## config.mk

```make
export PLATFORM = sky130hd
export DESIGN_NAME = act_bitplane_ser
export DESIGN_NICKNAME = d
export VERILOG_FILES = /design/src/rtl/act_bitplane_ser.sv
export SDC_FILE = /design/constraint.sdc
export NUM_CORES = 1
export LEC_CHECK = 0
export BUFFER_PORTS_ARGS = -buffer_cell sky130_fd_sc_hd__buf_2
export CAP_MARGIN = 20
export CELL_PAD_IN_SITES_DETAIL_PLACEMENT = 1
export CELL_PAD_IN_SITES_GLOBAL_PLACEMENT = 1
export CORE_MARGIN = 2
export CORE_UTILIZATION = 45
export DETAILED_ROUTE_END_ITERATION = 10
export GPL_ROUTABILITY_DRIVEN = 0
export PLACE_DENSITY = 0.81
export SLEW_MARGIN = 20
export SYNTH_ARGS = -nofsm -noshare
export SYNTH_HDL_FRONTEND = slang
export SYNTH_SLANG_ARGS = --single-unit
```

## constraint.sdc

```tcl
create_clock -name clk -period 12.4 [get_ports clk]
set_input_delay 0.62 -clock clk [delete_from_list [all_inputs] [get_ports clk]]
set_output_delay 0.62 -clock clk [all_outputs]
set_load 0.02 [all_outputs]
```

## src/rtl/act_bitplane_ser.sv

```systemverilog
// Bit-serial activation transmitter: streams Pa bit-planes LSB-first as masked popcounts,
// with write-and-shift, clear/load-select and done strobes for the first-stage accumulator.
module act_bitplane_ser #(
  parameter int unsigned M  = 16,
  parameter int unsigned Pa = 8
) (
  input  logic                clk,
  input  logic                rst_n,
  input  logic                in_valid,
  output logic                in_ready,
  input  logic [M*Pa-1:0]     in_act,
  input  logic [M-1:0]        in_wgt,
  input  logic                flush,
  output logic [$clog2(M):0]  in_ac1,
  output logic                w_and_s,
  output logic                cl_en,
  output logic                ac_done
);

  localparam int unsigned PopW = $clog2(M) + 1;
  localparam int unsigned CntW = (Pa > 1) ? $clog2(Pa) : 1;

  typedef enum logic {StIdle, StShift} state_e;

  state_e            state_q, state_d;
  logic [CntW-1:0]   cnt_q, cnt_d;
  logic [M*Pa-1:0]   act_q, act_d;
  logic [M-1:0]      wgt_q, wgt_d;
  logic              done_q, done_d;

  logic              last;
  logic              shifting;
  logic              accept;
  logic [PopW-1:0]   pop;

  // Popcount of bit cnt of every lane, masked by the binary weights.
  always_comb begin
    pop = '0;
    for (int i = 0; i < M; i++) begin
      pop = pop + PopW'(act_q[i*Pa + int'(cnt_q)] & wgt_q[i]);
    end
  end

  // Outputs are forced quiet while reset is held, even mid-vector.
  always_comb begin
    last     = (cnt_q == CntW'(Pa - 1));
    shifting = rst_n && (state_q == StShift);
    in_ready = rst_n && !flush && ((state_q == StIdle) || last);
    w_and_s  = shifting;
    cl_en    = shifting && (cnt_q == '0);
    in_ac1   = shifting ? pop : '0;
    ac_done  = rst_n && done_q;
    accept   = in_valid && in_ready;
  end

  always_comb begin
    state_d = state_q;
    cnt_d   = cnt_q;
    act_d   = act_q;
    wgt_d   = wgt_q;
    done_d  = (state_q == StShift) && last && !flush;
    if (flush) begin
      state_d = StIdle;
      cnt_d   = '0;
    end else begin
      unique case (state_q)
        StIdle: begin
          if (accept) begin
            act_d   = in_act;
            wgt_d   = in_wgt;
            cnt_d   = '0;
            state_d = StShift;
          end
        end
        StShift: begin
          if (last) begin
            cnt_d = '0;
            if (accept) begin
              act_d = in_act;
              wgt_d = in_wgt;
            end else begin
              state_d = StIdle;
            end
          end else begin
            cnt_d = cnt_q + CntW'(1);
          end
        end
      endcase
    end
  end

  always_ff @(posedge clk) begin
    if (!rst_n) begin
      state_q <= StIdle;
      cnt_q   <= '0;
      act_q   <= '0;
      wgt_q   <= '0;
      done_q  <= 1'b0;
    end else begin
      state_q <= state_d;
      cnt_q   <= cnt_d;
      act_q   <= act_d;
      wgt_q   <= wgt_d;
      done_q  <= done_d;
    end
  end

endmodule
```

# After elaboration in Yosys (flattened, before gate mapping)
# Index checks and enable logic that the tools add are counted.
[totals]
ff_bits = 149
input_bits = 148
out_inout_bits = 9
elab_cells = 132
[classes]
add_sub_neg = 31
n_lt_le_gt_ge = 16
eq_ne = 3
n_mux = 45
n_bitwise = 19
n_reduce_logical = 13
[op_table]
columns = ["cell", "count"]
rows = [
  ["128-bit 2-to-1 mux", 2],
  ["128-bit case mux with 2 select lines", 1],
  ["1-bit binary-select mux with 7-bit select", 15],
  ["7-bit by 3-bit adder with 8-bit output (first input constant)", 8],
  ["8-bit less-than comparator (second input constant)", 8],
  ["5-bit by 1-bit adder with 5-bit output", 11],
  ["7-bit by 8-bit less-than comparator with 1-bit output (second input constant)", 4],
  ["16-bit 2-to-1 mux", 2],
  ["16-bit case mux with 2 select lines", 1],
  ["6-bit by 3-bit adder with 7-bit output (first input constant)", 4],
  ["1-bit 2-to-1 mux", 18],
  ["1-bit AND", 16],
  ["6-bit by 8-bit less-than comparator with 1-bit output (second input constant)", 2],
  ["5-bit by 3-bit adder with 6-bit output (first input constant)", 2],
  ["1-bit logical AND", 8],
  ["3-bit by 8-bit less-than comparator with 1-bit output (second input constant)", 1],
  ["5-bit by 8-bit less-than comparator with 1-bit output (second input constant)", 1],
  ["3-bit 2-to-1 mux", 2],
  ["3-bit case mux with 2 select lines", 1],
  ["4-bit by 1-bit adder with 5-bit output", 1],
  ["4-bit by 3-bit adder with 5-bit output (first input constant)", 1],
  ["5-bit 2-to-1 mux", 1],
  ["3-bit by 1-bit adder with 4-bit output", 1],
  ["2-bit by 1-bit adder with 3-bit output", 1],
  ["other kinds (13)", 15],
]

# Longest topological paths before layout
# Gate-level depths: netlist (run 1).
[depth]
depth_word = 20
mapped_depth = 17
mapped_depth_nobuf = 14

# Least setup slack after synthesis (run 1)
# No wires, ideal clock.
[synth_timing]
kind = "register to output"
startpoint = "register cnt_q[0]"
endpoint = "output port in_ac1[2]"
arrival_time_ns = 4.285
t_required_ns = 11.780
path_slack_ns = 7.495
stages_incl_launch_ff = 18
path_buffers = 3
path_cell_list = "dfxtp_1 > buf_2 > buf_6 > buf_4 > mux2i_1 > a22oi_1 > nand3_1 > fa_1 > inv_1 > fa_1 > inv_1 > fa_1 > fa_1 > inv_1 > ha_1 > fa_1 > xnor2_1 > nor2_1"
[synth_between]
elab_chain_cells = 20
[synth_lines]
columns = ["element", "line_no", "text"]
rows = [
  ["start: declaration", "26", "logic [CntW-1:0] cnt_q, cnt_d;"],
  ["start signal: assignment", "101", "cnt_q <= cnt_d;"],
  ["4-bit by 3-bit adder with 5-bit output", "40", "pop = pop + PopW'(act_q[i*Pa + int'(cnt_q)] & wgt_q[i]);"],
  ["1-bit binary-select mux with 7-bit select", "40", ""],
  ["1-bit 2-to-1 mux (not written as such)", "40", ""],
  ["1-bit AND", "40", ""],
  ["1-bit by 1-bit adder with 2-bit output", "40", ""],
  ["2-bit by 1-bit adder with 3-bit output", "40", ""],
  ["3-bit by 1-bit adder with 4-bit output", "40", ""],
  ["4-bit by 1-bit adder with 5-bit output", "40", ""],
  ["5-bit by 1-bit adder with 5-bit output (10 in series)", "40", ""],
  ["5-bit by 1-bit adder with 5-bit output *", "40", ""],
  ["5-bit 2-to-1 mux *", "51", "in_ac1 = shifting ? pop : '0;"],
  ["end: declaration", "14", "output logic [$clog2(M):0] in_ac1,"],
]
# Every way passes the cells marked *; elsewhere a longest branch is shown, timed or not. The select of a mux whose other input is x is not followed.

# Worst setup path after layout (run 1)
[layout_timing]
startpoint = "register cnt_q[2]"
endpoint = "output port in_ac1[2]"
# The elaborated chain is that of the path after synthesis.

==> metrics.txt, run 1 <==
syn avg cell area 9.54 sq um; first-pass GRT wire length 39.9 mm; PortBufs ~160; most frequent cell after synthesis a21oi_1; r2r setup slk about 9000 ps; largest net degree at the start of global routing 118; die outline area approximately 20000 sq um; CP required between 10000 and 15000 ps; clock transition at the registers of the reported paths 60 ps; Setup Skew between 9 and 10 ps; EDFF count, synth 0; LEAKAGE 3.18 nW; Post-synth top cells a21oi_1, dfxtp_1, nand4_1; sequential area share after synthesis a little over a third; vias in the first global route 7532; highest clock rate between 150 and 200 MHz; fraction of registers with async set/reset 0%; Fill cells ~2.1k; outcome complete, no violations; Clock Path Buffers 2; Clock H-tree levels 4; Synth-to-Final Area Change 12.6%; antenna-violating nets left 0; DR WL/cell about 21 microns; Yosys top cell area share 35.2%; CTS root buffer clkbuf_16; Cell Area, Synth ~8500 sq um; Post-Syn Instances approximately 890; total power 1.14 mW; CTS tree done; DP Area just under 9000 sq um; Synth Net Count roughly 1.1k; most area-consuming cells after synthesis dfxtp_1, o31ai_2, nand4_1, a21oi_1, mux2i_1; Die X between 100 and 150 microns; CTS-repair resized insts 0; Yosys warning count 0; worst vdd ir ~0.095 mV; RSZ-0062 raised after global routing no; Clock Sinks around 150; Most used DFF post-synth dfxtp_1; final instance area 9550 sq um; worst-path fanout max 16; initial antenna violation count 0; DRT Wirelength between 20 and 30 mm; area leader, netlist dfxtp_1; Tmin final just over 6000 ps; Initial Util 45.7%; final hold viol count 0; clk_lat worst skew roughly 430 ps; Critical Path Start cnt_q[2]; vias per cell about 6.3; share of cells above drive strength 1 a little under a third; cts hold-fix bufs 0; Antenna Cells 0; Worst Path Arrival around 5400 ps; DR vias ~7.5k; Placeable Area roughly 19000 sq um; slew margin rel. about a third; Max-Cap Viols 0; Setup Buffers After CTS 0; HP Class in -> reg; overflow left after global routing 0; critical path class reg -> out; Final WS setup around 6400 ps; NumNets Final 1114; Detailed Route Iter0 Violations approximately 470; drt pass-1 iters 5; Seq cells post-synth around 150; Die H around 140 microns; pwr/cell area approximately 120 nW/um^2; Cell variety after synth 30; DP Wirelength 15.4 mm; Residual DRC 0; total global-route track usage 24.9%; Cell Rows 50; Reg-to-Reg Start cnt_q[0]; Final TNS setup 0 ps; Final setup viols 0; DP Worst Slack around 6700 ps; # IOs roughly 160; CP Capture Type output pin; Final Slew Violations 0; Worst Setup Start Kind flip-flop; fin crit share roughly 50%; Worst Max-Slew Pin Slew slightly below 1000 ps; Worst Hold Launch flush; number of CTS-inserted buffers 17
==> worst max-delay path, cell delays in order, from the launching register on <==
cell and delay, ps:
dfxtp_1 460, nor2b_2 830, a22oi_1 250, nand3_1 170, fa_1 480, fa_1 530, fa_1 540, fa_1 560
inv_1 50, ha_1 220, fa_1 420, xnor2_1 250, nor2_1 70, buf_2 160
==> final cells by class <==
class	count	area [sq um]	area share (%)
Timing Repair Buffer	167	930	9.73
Sequential cell	149	2990	31.3
Clock buffer	24	503	5.26
Clock inverter	8	71.3	0.746
Inverter	17	71.3	0.746
Multi-Input combinational cell	596	4700	49.2
Tap cell	234	293	3.06
==> metal layers <==
| metal | track usage [%] | share of wire [%] | vias to the layer above |
|---|---|---|---|
| met2 | 40.4 | 48 | 196 |
| met1 | 34.2 | 46 | 3679 |
| li1 | - | - | 3573 |
| met5 | 0 | 0 | - |
| met4 | 6.79 | 1.3 | 0 |
| met3 | 4.32 | 4.2 | 24 |
==> report_power, final <==
group | internal (mW) | total [mW] | switching [mW]
registers | 0.494 | 0.506 | 0.0121
clock network | 0.303 | 0.505 | 0.202
logic | 0.0430 | 0.128 | 0.0847
==> through the flow <==
stage	instances	utilization, %	hold WS [ps]
2_1_floorplan	889	-	445
3_3_place_gp	1160	47.9	451
3_5_place_dp	1160	47.9	462
4_1_cts	1192	51.0	370
5_1_grt	1195	51.4	381
6_report	1195	51.4	381
==> cells by family after synthesis <==
group,share of synthesized area [%]
xor gates and xnor gates,0.103
AOI/OAI and AO/OA,30.4
adders and majority gates,3.54
buffers and inverters,9.73
DFF,35.2
muxes,7.67
and+or+nand+nor,13.4
==> sequential cells by signal (all words and copies together) (netlist names) <==
signal	cells
state_q	1
wgt_q	16
done_q	1
cnt_q	3
act_q	128
==> final timing paths <==
check | to | depth (start not counted)
worst max register to register | act_q[7] | 7
worst min-delay path | done_q | 2
worst max-delay path | in_ac1[2] | 13
worst min register to register | act_q[22] | 2
==> layout by cell type, fill, tap and decap left out, drive strengths merged, types with 14 or more instances in the layout <==
cell type	count
o31ai	144
a21oi	150
buf	167
dfxtp	149
a22oi	32
inv	17
nand3	14
mux2i	65
clkbuf	24
nand4	144
Note: power is estimated with default switching activity, not from simulation.
==> run 2: changes to the inputs <==
--- a/config.mk
+++ b/config.mk
@@ -10,10 +10,10 @@
 export CELL_PAD_IN_SITES_DETAIL_PLACEMENT = 1
 export CELL_PAD_IN_SITES_GLOBAL_PLACEMENT = 1
 export CORE_MARGIN = 2
-export CORE_UTILIZATION = 45
+export CORE_UTILIZATION = 43
 export DETAILED_ROUTE_END_ITERATION = 10
 export GPL_ROUTABILITY_DRIVEN = 0
-export PLACE_DENSITY = 0.81
+export PLACE_DENSITY = 0.78
 export SLEW_MARGIN = 20
 export SYNTH_ARGS = -nofsm -noshare
 export SYNTH_HDL_FRONTEND = slang
==> constraint.sdc (replaced) <==
create_clock -name clk -period 6.05 [get_ports clk]
set_input_delay 0.3025 -clock clk [delete_from_list [all_inputs] [get_ports clk]]
set_output_delay 0.3025 -clock clk [all_outputs]
set_load 0.02 [all_outputs]
==> metrics.txt, run 2 (synthesized netlist as in run 1, its figures left out) <==
# IOs ~160; highest clock rate between 150 and 200 MHz; Setup Buffers After CTS 0; CP Cell Sequence nor2b_2 -> a22oi_1 -> nand3_1 -> fa_1 -> fa_1 -> fa_1 -> fa_1 -> inv_1 -> ha_1 -> fa_1 -> xnor2_1 -> nor2_1 -> buf_2; Cell Rows 51; drt pass-1 iters 5; Die H about 140 microns; Residual DRC 0; die outline area 20900 sq um; first-pass GRT wire length approximately 38 mm; r2r setup slk 2840 ps; worst vdd ir between 0.15 and 0.2 mV; worst r2r dst wgt_q[9]; number of CTS-inserted buffers 17; Worst Hold Launch flush; most frequent CP cell fa_1; CP Capture Type output pin; CP peak stage delay ~760 ps; RSZ-0062 raised after global routing no; clock transition at the registers of the reported paths about 60 ps; slew margin rel. between 30% and 40%; hold endpoint done_q; worst-path fanout max 16; LEAKAGE 3.15 nW; initial antenna violation count 0; antenna-violating nets left 0; DP Area ~9000 sq um; NumNets Final around 1.1k; Die X between 100 and 150 microns; DR WL/cell 20.0 microns; CTS tree done; vias in the first global route around 7.2k; multi-input logic area ~4700 sq um; Placeable Area a little under 20000 sq um; final hold viol count 0; WHS Path Cells 2; HP Class in -> reg; CP top delay family adder cells; Crit-path slowest cell nor2b_2; Clock H-tree levels 4; CTS root buffer clkbuf_16; CP required 5750 ps; Final setup viols 0; Critical path buffers and inverters 2; Max-Cap Viols 0; DRT Wirelength approximately 25 mm; Antenna Cells 0; Regs by FF count act_q: 128 flops, wgt_q: 16 flops, cnt_q: 3 flops; PortBufs 156; Detailed Route Iter0 Violations 551; register name with the most flops act_q; Fill cells approximately 2.3k; DP Worst Slack 918 ps; Reg-to-Reg Start cnt_q[0]; share of cells above drive strength 1 roughly 32%; Worst Reg-to-Reg Cells 6; DR vias 7373; Initial Util about 44%; cts hold-fix bufs 0; CTS-repair resized insts 0; pwr/cell area 244 nW/um^2; Final Slew Violations 0; Worst Max-Slew Pin Slew 914 ps; clk_lat worst skew 430 ps; total global-route track usage about a quarter; overflow left after global routing 0; Worst Path Arrival 5320 ps; largest net degree at the start of global routing 107; Largest register FFs between 100 and 150; total power about 2.3 mW; DP Wirelength roughly 16 mm; final instance area between 9000 and 10000 sq um; Final TNS setup 0 ps; Clock Path Buffers 2; Tmin final around 5600 ps; Synth-to-Final Area Change 12.5%; most frequent cells in the layout buf_2, a21oi_1, dfxtp_1; Final WS setup ~430 ps; Setup Skew just under 7 ps; outcome complete, no violations; fin crit share 92.9%; commonest non-fill, non-tap cell in the layout buf_2; FF/Latch Area ~3000 sq um; critical path class reg -> out; Clock Sinks 149; Worst Setup Start Kind flip-flop; vias per cell approximately 6
run 2: cell types whose count changed in the layout (fill, tap and decap cells not counted), sizes merged:
cell,before,now
clkbuf,24,19
clkinvlp,1,5
buf,167,168
bufinv,1,2
run 2: where the power goes:
group          internal [mW]  switching [mW]
registers               1.01          0.0252
logic                 0.0851           0.171
clock network          0.604           0.430
total                   1.70           0.626
run 2: worst max path at each step:
stage	cells after the start	startpoint	slack, ps	endpoint
2_1_floorplan	17	cnt_q[0]	1460	in_ac1[2]
3_3_place_gp	13	cnt_q[1]	990	in_ac1[2]
3_5_place_dp	13	cnt_q[2]	920	in_ac1[2]
4_1_cts	13	cnt_q[2]	470	in_ac1[2]
5_1_grt	13	cnt_q[1]	220	in_ac1[2]
6_report	13	cnt_q[2]	430	in_ac1[2]
run 2: routing by layer:
| layer | GRT usage [%] | vias up | share of wire, % |
|---|---|---|---|
| met1 | 32.1 | 3601 | 46 |
| met4 | 6.69 | 0 | 1.7 |
| met2 | 37.3 | 176 | 48 |
| met5 | 0 | - | 0 |
| met3 | 4.64 | 30 | 4.4 |
| li1 | - | 3566 | - |
run 2: through the flow:
stage	utilization [%]	hold WS, ps	std cells
floorplan	-	379	889
global placement	46.3	452	1195
detailed placement	46.3	464	1195
CTS	49.2	59.3	1227
global route	49.2	60.2	1227
finish	49.2	65.5	1227
run 2: layout make-up:
class                           instances  share of cell area, %
Clock buffer                           19                   4.54
Multi-Input combinational cell        596                   49.2
Tap cell                              265                   3.47
Timing Repair Buffer                  168                   9.28
Sequential cell                       149                   31.3
Clock inverter                         13                   1.42
Inverter                               17                  0.747
==> run 3: changes to the inputs <==
--- a/config.mk
+++ b/config.mk
@@ -10,10 +10,10 @@
 export CELL_PAD_IN_SITES_DETAIL_PLACEMENT = 1
 export CELL_PAD_IN_SITES_GLOBAL_PLACEMENT = 1
 export CORE_MARGIN = 2
-export CORE_UTILIZATION = 43
+export CORE_UTILIZATION = 40
 export DETAILED_ROUTE_END_ITERATION = 10
 export GPL_ROUTABILITY_DRIVEN = 0
-export PLACE_DENSITY = 0.78
+export PLACE_DENSITY = 0.73
 export SLEW_MARGIN = 20
 export SYNTH_ARGS = -nofsm -noshare
 export SYNTH_HDL_FRONTEND = slang
==> metrics.txt, run 3 (synthesized netlist as in run 1, its figures left out) <==
outcome complete, no violations; Largest register FFs around 130; fin util between 40% and 50%; DP Worst Slack 762 ps; post-placement cell count approximately 1.2k; Residual DRC 0; Placeable Area about 21000 sq um; DRT Wirelength 25.0 mm; DR vias about 7.3k; Final setup viols 0; cts hold-fix bufs 0; worst-path fanout max 16; worst vdd ir 0.188 mV; first-pass GRT wire length 39.8 mm; Clock Sinks 149; final hold viol count 0; CTS tree done; DR WL/cell a little over 20 microns; Die X between 100 and 150 microns; CP peak stage delay just over 800 ps; total power around 2.4 mW; NumNets Final between 1k and 1.5k; most frequent cells in the layout buf_2, a21oi_1, dfxtp_1; final cell count without fillers around 1.2k; Setup Skew approximately 10 ps; Detailed Route Iter0 Violations around 520; Fill cells 2412; Final WS setup 304 ps; Worst Max-Slew Pin Slew approximately 1000 ps; Clock H-tree levels 4; total global-route track usage about 22%; Setup Buffers After CTS 0; die outline area approximately 22000 sq um; clk_lat worst skew 430 ps; critical path class reg -> out; Tmin final around 5700 ps; Fin Hold WS 63.9 ps; DP Wirelength between 15 and 20 mm; fin crit share between 90 and 100%; highest clock rate 174 MHz; CP Capture Type output pin; Max-Cap Viols 0; CP required roughly 5800 ps; DP Area about 9000 sq um; vias in the first global route about 7.5k; commonest non-fill, non-tap cell in the layout buf_2; antenna-violating nets left 0; PortBufs 156; Die H around 150 microns; Antenna Cells 0; # IOs approximately 160; initial antenna violation count 1; pwr/cell area approximately 250 nW/um^2; CP Cell Sequence nor2b_2 -> a22oi_1 -> nand3_1 -> fa_1 -> fa_1 -> fa_1 -> fa_1 -> inv_1 -> ha_1 -> fa_1 -> xnor2_1 -> nor2_1 -> buf_2; Crit-path slowest cell nor2b_2; Worst Setup Start Kind flip-flop; CTS root buffer clkbuf_16; CTS-repair resized insts 0; Final Slew Violations 0; number of CTS-inserted buffers 17; Clock Path Buffers 2; clock transition at the registers of the reported paths approximately 60 ps; Initial Util approximately 41%; vias per cell 5.92; share of cells above drive strength 1 between 30% and 40%; slew margin rel. a little under a third; overflow left after global routing 0; LEAKAGE approximately 3.2 nW; Critical path buffers and inverters 2; RSZ-0062 raised after global routing no; most frequent CP cell fa_1; final instance area 9600 sq um; Worst Path Arrival ~5400 ps; HP Class in -> reg; register name with the most flops act_q; Cell Rows between 50 and 60; Regs by FF count act_q: 128 flops, wgt_q: 16 flops, cnt_q: 3 flops; CP top delay family adder cells; drt pass-1 iters 4; Final TNS setup 0 ps; largest net degree at the start of global routing about 110; Synth-to-Final Area Change 13.1%
run 3: cell types whose count changed in the layout (fill, tap and decap cells not counted), sizes merged:
cell | before | now
buf | 168 | 170
clkinv | 6 | 1
clkinvlp | 5 | 6
clkbuf | 19 | 21
inv | 17 | 19
run 3: routing by layer:
layer  vias up  routed length [microns]  part of all wire (%)  GRT usage [%]
met3        31                     1380                   5.5           4.54
li1       3572                        -                     -              -
met5         -                       13                 0.052              0
met1      3562                    11400                    46           30.5
met2       173                    11800                    47           35.7
met4         2                      414                   1.7           6.29
run 3: layout make-up:
type | count | area (sq um) | area share, %
Clock buffer | 21 | 460 | 4.80
Sequential cell | 149 | 2990 | 31.1
Clock inverter | 11 | 125 | 1.30
Tap cell | 275 | 344 | 3.59
Inverter | 17 | 71.3 | 0.743
Multi-Input combinational cell | 596 | 4700 | 49.0
Timing Repair Buffer | 170 | 908 | 9.47
run 3: final timing paths:
check | start | end | slack [ps] | depth (start not counted)
hold / removal | flush | done_q | 60 | 2
setup / recovery | cnt_q[1] | in_ac1[2] | 300 | 13
hold reg to reg | act_q[34] | act_q[34] | 470 | 2
setup reg to reg | cnt_q[0] | act_q[117] | 2920 | 8
run 3: power breakdown:
| part | switching [mW] | internal (mW) | leakage (nW) |
|---|---|---|---|
| Sequential | 0.0252 | 1.01 | 1.21 |
| Clock | 0.432 | 0.629 | 0.268 |
| Combinational | 0.172 | 0.0866 | 1.69 |
| Total | 0.629 | 1.73 | 3.16 |
